<file path="src/rtl/muldiv_sequencer.sv">
// Iterative MULT/MULTU/DIV/DIVU unit with HI/LO registers, MTHI/MTLO writes and MFHI/MFLO reads.
// Latency: accepted op busy for WIDTH+1 cycles (RUN x WIDTH, FIX x 1); divide-by-zero busy 1 cycle.
// Backpressure: md_o_stall holds off any op or read request while busy; requester re-presents it.
// Ports: md_i_clk/md_i_rst_n (sync active-low), md_i_valid/md_i_op/md_i_rs/md_i_rt request,
//        md_i_rd_req/md_i_rd_sel read, md_i_flush abort, md_o_rdata/md_o_busy/md_o_stall/md_o_done.
module muldiv_sequencer #(
  parameter int WIDTH = 32,
  parameter int CNT_W = 6
) (
  input  logic             md_i_clk,
  input  logic             md_i_rst_n,
  input  logic             md_i_valid,
  input  logic [2:0]       md_i_op,
  input  logic [WIDTH-1:0] md_i_rs,
  input  logic [WIDTH-1:0] md_i_rt,
  input  logic             md_i_rd_req,
  input  logic             md_i_rd_sel,
  input  logic             md_i_flush,
  output logic [WIDTH-1:0] md_o_rdata,
  output logic             md_o_busy,
  output logic             md_o_stall,
  output logic             md_o_done
);

  typedef enum logic [1:0] {S_IDLE, S_RUN, S_FIX} state_t;

  state_t               state_q, state_d;
  logic [CNT_W-1:0]     cnt_q, cnt_d;
  logic [WIDTH-1:0]     hi_q, hi_d, lo_q, lo_d;
  // Multiply: acc[2W-1:0] is the product register, multiplier in the low half.
  // Divide:   acc[2W:W] is the (W+1)-bit remainder, acc[W-1:0] dividend shifting into quotient.
  logic [2*WIDTH:0]     acc_q, acc_d;
  logic [WIDTH-1:0]     b_q, b_d;           // multiplicand or divisor magnitude
  logic                 is_div_q, is_div_d;
  logic                 neg_res_q, neg_res_d;
  logic                 neg_rem_q, neg_rem_d;

  logic                 op_mul, op_div, op_signed, op_nop;
  logic [WIDTH-1:0]     rs_mag, rt_mag;
  logic [WIDTH:0]       mul_sum;
  logic [2*WIDTH:0]     mul_next, div_next;
  logic [WIDTH+1:0]     div_shift, div_diff;
  logic [2*WIDTH-1:0]   prod_fix;
  logic [WIDTH-1:0]     quo_fix, rem_fix;

  assign op_mul    = (md_i_op == 3'd1) || (md_i_op == 3'd2);
  assign op_div    = (md_i_op == 3'd3) || (md_i_op == 3'd4);
  assign op_signed = (md_i_op == 3'd1) || (md_i_op == 3'd3);
  assign op_nop    = (md_i_op == 3'd0) || (md_i_op == 3'd7);
  assign rs_mag    = (op_signed && md_i_rs[WIDTH-1]) ? -md_i_rs : md_i_rs;
  assign rt_mag    = (op_signed && md_i_rt[WIDTH-1]) ? -md_i_rt : md_i_rt;

  // Shift-add: add multiplicand to the upper half when the current multiplier bit is set,
  // then shift the whole product right, keeping the add carry.
  assign mul_sum  = {1'b0, acc_q[2*WIDTH-1:WIDTH]} + (acc_q[0] ? {1'b0, b_q} : '0);
  assign mul_next = {1'b0, mul_sum, acc_q[WIDTH-1:1]};

  // Restoring divide: shift the next dividend bit into the remainder, trial-subtract,
  // keep the difference only if it did not borrow.
  assign div_shift = {acc_q[2*WIDTH:WIDTH], acc_q[WIDTH-1]};
  assign div_diff  = div_shift - {2'b00, b_q};
  assign div_next  = div_diff[WIDTH+1]
                   ? {div_shift[WIDTH:0], acc_q[WIDTH-2:0], 1'b0}
                   : {div_diff[WIDTH:0],  acc_q[WIDTH-2:0], 1'b1};

  assign prod_fix = neg_res_q ? -acc_q[2*WIDTH-1:0] : acc_q[2*WIDTH-1:0];
  assign quo_fix  = neg_res_q ? -acc_q[WIDTH-1:0] : acc_q[WIDTH-1:0];
  assign rem_fix  = neg_rem_q ? -acc_q[2*WIDTH-1:WIDTH] : acc_q[2*WIDTH-1:WIDTH];

  always_ff @(posedge md_i_clk) begin
    if (!md_i_rst_n) begin
      state_q   <= S_IDLE;
      cnt_q     <= '0;
      hi_q      <= '0;
      lo_q      <= '0;
      acc_q     <= '0;
      b_q       <= '0;
      is_div_q  <= 1'b0;
      neg_res_q <= 1'b0;
      neg_rem_q <= 1'b0;
    end else begin
      state_q   <= state_d;
      cnt_q     <= cnt_d;
      hi_q      <= hi_d;
      lo_q      <= lo_d;
      acc_q     <= acc_d;
      b_q       <= b_d;
      is_div_q  <= is_div_d;
      neg_res_q <= neg_res_d;
      neg_rem_q <= neg_rem_d;
    end
  end

  always_comb begin
    state_d   = state_q;
    cnt_d     = cnt_q;
    hi_d      = hi_q;
    lo_d      = lo_q;
    acc_d     = acc_q;
    b_d       = b_q;
    is_div_d  = is_div_q;
    neg_res_d = neg_res_q;
    neg_rem_d = neg_rem_q;
    md_o_done = 1'b0;
    unique case (state_q)
      S_IDLE: begin
        if (md_i_valid && !md_i_flush) begin
          if (op_mul || op_div) begin
            cnt_d     = '0;
            is_div_d  = op_div;
            b_d       = op_div ? rt_mag : rs_mag;
            neg_res_d = op_signed && (md_i_rs[WIDTH-1] ^ md_i_rt[WIDTH-1]);
            neg_rem_d = op_signed && op_div && md_i_rs[WIDTH-1];
            acc_d     = {{(WIDTH+1){1'b0}}, op_div ? rs_mag : rt_mag};
            state_d   = S_RUN;
            // Divide by zero: preload the raw result and let FIX write it unmodified.
            if (op_div && (md_i_rt == '0)) begin
              acc_d     = {1'b0, md_i_rs, {WIDTH{1'b1}}};
              neg_res_d = 1'b0;
              neg_rem_d = 1'b0;
              state_d   = S_FIX;
            end
          end else if (md_i_op == 3'd5) begin
            hi_d = md_i_rs;
          end else if (md_i_op == 3'd6) begin
            lo_d = md_i_rs;
          end
        end
      end
      S_RUN: begin
        if (md_i_flush) begin
          state_d = S_IDLE;
        end else begin
          acc_d = is_div_q ? div_next : mul_next;
          cnt_d = cnt_q + CNT_W'(1);
          if (cnt_q == CNT_W'(WIDTH - 1)) state_d = S_FIX;
        end
      end
      S_FIX: begin
        state_d = S_IDLE;
        if (!md_i_flush) begin
          md_o_done = 1'b1;
          if (is_div_q) begin
            hi_d = rem_fix;
            lo_d = quo_fix;
          end else begin
            hi_d = prod_fix[2*WIDTH-1:WIDTH];
            lo_d = prod_fix[WIDTH-1:0];
          end
        end
      end
      default: state_d = S_IDLE;
    endcase
  end

  assign md_o_busy  = (state_q != S_IDLE);
  assign md_o_stall = md_o_busy && ((md_i_valid && !op_nop) || md_i_rd_req);
  assign md_o_rdata = md_i_rd_sel ? hi_q : lo_q;

endmodule

</file>
<file path="config.mk">
export PLATFORM = sky130hd
export DESIGN_NAME = muldiv_sequencer
export DESIGN_NICKNAME = d
export VERILOG_FILES = /design/src/rtl/muldiv_sequencer.sv
export SDC_FILE = /design/constraint.sdc
export NUM_CORES = 1
export LEC_CHECK = 0
export ABC_AREA = 0
export BUFFER_PORTS_ARGS = -buffer_cell sky130_fd_sc_hd__buf_2
export CAP_MARGIN = 20
export CORE_MARGIN = 3
export CORE_UTILIZATION = 40
export CTS_BUF_LIST = sky130_fd_sc_hd__clkbuf_4 sky130_fd_sc_hd__clkbuf_8 sky130_fd_sc_hd__clkbuf_16
export DETAILED_ROUTE_END_ITERATION = 7
export PLACE_DENSITY_LB_ADDON = 0.12
export RECOVER_POWER = 100
export SYNTH_ARGS = -nofsm -noshare
export SYNTH_HDL_FRONTEND = slang
export SYNTH_SLANG_ARGS = --single-unit
</file>
<file path="constraint.sdc">
create_clock -name md_i_clk -period 7.87 [get_ports md_i_clk]
set_input_delay 0.3935 -clock md_i_clk [delete_from_list [all_inputs] [get_ports md_i_clk]]
set_output_delay 0.3935 -clock md_i_clk [all_outputs]
set_load 0.05 [all_outputs]
</file>
Word level (Yosys, flattened, before mapping)
Index checks and enable logic that the tools add are counted.
{"block": "word_totals", "reg_bits": 172, "in_bits": 73, "out_inout_bits": 35, "elab_cells": 108}
{"block": "classes", "addsub": 8, "eq_ne": 19, "mux": 43, "bitwise": 1, "n_reduce_logical": 28}
{"operator": "$mux 32", "count": 19}
{"operator": "$mux 65", "count": 5}
{"operator": "$pmux 65 s2", "count": 1}
{"operator": "$mux 64", "count": 2}
{"operator": "$neg 32->32", "count": 4}
{"operator": "$pmux 32 s2", "count": 2}
{"operator": "$neg 64->64", "count": 1}
{"operator": "$sub 34x32->34", "count": 1}
{"operator": "$add 32x32->33", "count": 1}
{"operator": "$logic_not 32->1", "count": 1}
{"operator": "$mux 6", "count": 3}
{"operator": "$ne 2x2->1 const B", "count": 8}
{"operator": "$eq 3x3->1 const B", "count": 4}
{"operator": "$pmux 6 s2", "count": 1}
{"operator": "$mux 2", "count": 5}
{"operator": "$logic_and 1x1->1", "count": 9}
{"operator": "$add 6x1->6 const B", "count": 1}
{"operator": "$eq 3x2->1 const B", "count": 2}
{"operator": "$eq 6x5->1 const B", "count": 1}
{"operator": "$logic_or 1x1->1", "count": 6}
{"operator": "$reduce_and 3->1", "count": 2}
{"operator": "$reduce_and 6->1", "count": 1}
{"operator": "$reduce_bool 2->1", "count": 3}
{"operator": "$reduce_and 5->1", "count": 1}
{"operator": "11 further kinds", "count": 15}

Logic depth before layout (Yosys ltp)
{"block": "depth", "ltp_word": 9, "ltp_mapped": 14, "depth_no_buf": 12}

Worst setup path after synthesis
OpenSTA, ideal clock, no wires.
{"block": "synth_timing", "path_type": "register -> register", "from": "reg acc_q[32]", "to": "reg hi_q[28]", "setup_ns": 0.132, "t_arrival_ns": 3.293, "required_time_ns": 7.738, "setup_slack_ns": 4.445, "path_stages_with_launch": 12, "synth_period_minus_slack_ns": 3.425, "path_cell_list": "dfxtp_1 inv_1 ha_1 or3b_1 or4_4 or4_4 or4_4 or4_4 o41ai_4 xnor2_1 o211ai_1 a21oi_1"}
{"block": "synth_via", "elab_chain_cells": 5}
{"element": "start: declaration", "line_no": "32", "text": "logic [2*WIDTH:0] acc_q, acc_d;"}
{"element": "start signal: assignment", "line_no": "76", "text": "acc_q <= '0;"}
{"element": "start signal: assignment", "line_no": "86", "text": "acc_q <= acc_d;"}
{"element": "$neg 64->64 or $neg 32->32 (tied branches)", "line_no": "66, 68"}
{"element": "$mux 64 or $mux 32 (tied branches)", "line_no": "66, 68"}
{"element": "$mux 32 (*)", "line_no": "143", "text": "if (is_div_q) begin"}
{"element": "$mux 32 (*)", "line_no": "141", "text": "if (!md_i_flush) begin"}
{"element": "$pmux 32 s2 (*)", "line_no": "105", "text": "unique case (state_q)"}
{"element": "end signal: assignment", "line_no": "84", "text": "hi_q <= hi_d;"}
{"element": "end: declaration", "line_no": "29", "text": "logic [WIDTH-1:0] hi_q, hi_d, lo_q, lo_d;"}
Mark *: on every way between the ends. The rest lies on a longest branch, timed or not. The select of a mux whose other input is x is not followed.
A chain may end at the register's enable or synchronous reset.

Worst setup path in the final report
{"block": "layout_timing", "from": "reg state_q[1]", "to": "reg acc_q[56]"}
{"block": "layout_via", "elab_chain_cells": 3}
{"element": "start: declaration", "line_no": "27", "text": "state_t state_q, state_d;"}
{"element": "start signal: assignment", "line_no": "82", "text": "state_q <= state_d;"}
{"element": "$eq 2x1->1 or $logic_not 2->1 (tied branches)", "line_no": "105"}
{"element": "$ne 2x2->1 (no line) or $reduce_bool 2->1 (tied branches)"}
{"element": "$reduce_and 4->1 (no line)"}
Several ways; a longest one is shown, not always the timed one.

==> out/qor.yml <==
run_status:
  status: "complete, but fails checks"
  violations: "capacitance limit, slew limit"
floorplanning:
  die_h_um: 201
  core_sq_mm: 0.0370
  die_x_um: 201
  fp-row-count: 70
  initial_utilization: 0.410
  dieArea_sq_mm: 0.0404
  ios: 108
clocking:
  cts_setup_buffers: 0
  cts-root-buf: "clkbuf_16"
  cts_tree: "built"
  cts_resized: 0
  clkTransAtPathRegs_ns: 0.08
  numCtsBuffers: 17
  cts.sinks: 172
  cts_buffer_depth: 2
  postCtsHoldBufs: 0
  htreeDepth: 4
  insertion_delay_ns: 0.47
sta:
  setup_tns_ns: 0
  setup_slack_ns: 2.47
  worst_pin_slew_ns: 3.70
  setup_viol: 0
  fin_crit_ns: 5.40
  drv_slew: 260
  hold_viol: 0
  max_slew_margin: -1.47
  fin_crit_sh: 0.686
  clock_skew_ns: 0.0185
  rsz0062_at_grt: "false"
  fin_hold_ws_ns: 0.328
  fmax_mhz: 185
power_and_ir_drop:
  power.leakage_nw: 6.37
  ir_drop_v: 0.000164
  p_per_area_mw_per_mm2: 176
  power_mw: 2.93
synthesis:
  synth-seq-cells: 172
  synth_top_flop_cell: "dfxtp_1"
  ys_types: 72
  yosysTopAreaCell: "dfxtp_1"
  netlist_instances: 2124
  yosysWarnings: 0
  synth_nets: 2268
  ys_top_cells_by_count: "a21oi_1, nand2_1, nor2_1"
  synth_area_leaders: "dfxtp_1, a21oi_1, ha_1"
  synth_edf_count: 0
  syn_avg_cell_area_sq_um: 7.16
  synth_area_sq_mm: 0.0152
  synth_top_area_frac: 0.227
  synth.most_common_cell: "a21oi_1"
  async_flop_share: 0
  yosysSeqAreaShare: 0.227
setup_path:
  path_class: "flip-flop to flip-flop"
  worst_setup_path_end_kind: "flip-flop"
  r2r_cells: 11
  critPathMaxFanout: 32
  cpPeakStageDelay_ns: 1.34
  timing.rr.end: "acc_q[56]"
  critPathLaunchType: "flip-flop"
  r2r_slack_ns: 2.47
  crit_path_top_delay_cell: "clkbuf_1"
  path_cells: "nor2_1 -> inv_1 -> nor3b_1 -> and3_1 -> clkbuf_1 -> nor2_1 -> clkbuf_1 -> a221o_1 -> a21oi_1 -> o211a_1 -> a211oi_1"
  critical_path_buf_inv_count: 3
  regToRegStartpoint: "state_q[1]"
  critPathTopFamily: "buffers and inverters"
  critPathRequiredTime_ns: 8.22
  worstPathArrival_ns: 5.74
final_layout:
  drive_above_1_share: 0.0875
  antenna_cells: 0
  fillers: 3874
  fin_cells: 2640
  area_growth_pct: 9.35
  final_nets: 2267
hold_path:
  holdPathEnd: "hi_q[5]"
  hold_class: "primary input to flip-flop"
  hold_depth: 3
  worstHoldStart: "md_i_rs[5]"
route:
  drtAntennaViolNets: 0
  wl_per_cell_um: 25.0
  num_vias: 16624
  drc_errors: 0
  wl_mm: 66.0
  drtPass1Iterations: 6
  viasPerCell: 6.30
  first_iter_violations: 1863
grt:
  track_usage: 0.315
  grt_overflow: 0
  grt_pass1_wl_mm: 98.1
  grt_max_degree: 81
  antenna_found_initial: 1
  grt_pass1_vias: 15278
placement:
  dp.cells: 2607
  gp_congestion: 0.987
  dp_slack_ns: 3.67
  dp_hpwl_mm: 48.8
  port_buffers: 107
flow_run:
  cap_violations: 6
-- through the flow --
stage           util  instance area (sq um)
2_1_floorplan      -                  15200
3_3_place_gp   0.433                  16000
3_5_place_dp   0.433                  16100
4_1_cts        0.450                  16700
5_1_grt        0.449                  16600
6_report       0.449                  16600
-- flip-flops by register name, summed over array words and instances (netlist names) --
register,cells
b_q,32
neg_res_q,1
neg_rem_q,1
lo_q,32
hi_q,32
cnt_q,6
acc_q,65
state_q,2
is_div_q,1
-- per-layer routing --
layer | share of wire | up-vias | global-route usage
li1 | - | 7743 | -
met1 | 0.44 | 7901 | 0.451
met2 | 0.42 | 848 | 0.470
met3 | 0.093 | 132 | 0.0568
met4 | 0.040 | 0 | 0.118
met5 | 0 | - | 0
-- kinds of logic (layout without fill, tap and decap cells) --
| group | Yosys count | after routing | share of synthesized area |
|---|---|---|---|
| AOI/OAI and AO/OA | 715 | 715 | 0.293 |
| and+or+nand+nor | 703 | 703 | 0.213 |
| buffers and inverters | 213 | 225 | 0.0528 |
| DFF | 172 | 172 | 0.227 |
| xor gates and xnor gates | 166 | 166 | 0.0957 |
| muxes | 84 | 84 | 0.0589 |
| adders and majority gates | 71 | 71 | 0.0594 |
-- worst reg2reg max path: stages, from the launching register on --
cell,delay (ns)
dfxtp_1,0.41
nor2_1,0.21
inv_1,0.07
nor3b_1,0.29
and3_1,0.20
clkbuf_1,1.34
nor2_1,1.06
clkbuf_1,0.81
a221o_1,0.51
a21oi_1,0.16
o211a_1,0.17
a211oi_1,0.05
-- report_power, final --
group / internal [mW] / switching, mW / total [mW]
sequential: 0.908 / 0.0696 / 0.977
clock: 0.502 / 0.443 / 0.945
combinational: 0.341 / 0.666 / 1.01
-- area by class of cell --
type | count | area [sq um] | share of cell area
Multi-Input combinational cell | 1739 | 11000 | 0.662
Sequential cell | 172 | 3440 | 0.207
Timing Repair Buffer | 135 | 703 | 0.0423
Tap cell | 504 | 631 | 0.0379
Clock buffer | 19 | 453 | 0.0273
Inverter | 58 | 218 | 0.0131
Clock inverter | 13 | 173 | 0.0104
-- worst max-delay path by stage --
stage,start,endpoint,slack (ns),cells after the start
2_1_floorplan,acc_q[32],hi_q[28],4.44,11
3_3_place_gp,acc_q[0],acc_q[60],3.68,13
3_5_place_dp,acc_q[0],acc_q[60],3.67,13
4_1_cts,acc_q[0],acc_q[60],3.65,13
5_1_grt,state_q[1],acc_q[56],2.24,11
6_report,state_q[1],acc_q[56],2.47,11
-- cells in the final DEF, fill, tap and decap left out, drive strengths merged, types with 9 or more instances in the layout --
master  netlist  routed
a211oi       48      48
a21o         21      21
a21oi       247     247
a221oi       21      21
a31oi        31      31
and2         10      10
and3         15      15
buf          22      99
clkbuf      133      54
dfxtp       172     172
ha           69      69
inv          58      66
mux2         44      44
mux2i        40      40
nand2       229     229
nand2b       16      16
nand3        74      74
nand4        13      13
nor2        212     212
nor2b        13      13
nor3         42      42
nor4         18      18
o211ai       33      33
o21a         15      15
o21ai       167     167
o21bai       12      12
o221ai        9       9
o22ai         9       9
o31ai        27      27
o41ai        21      21
or3          24      24
or4          14      14
xnor2        82      82
xor2         84      84
No activity file was read; power rests on OpenSTA's default activity.
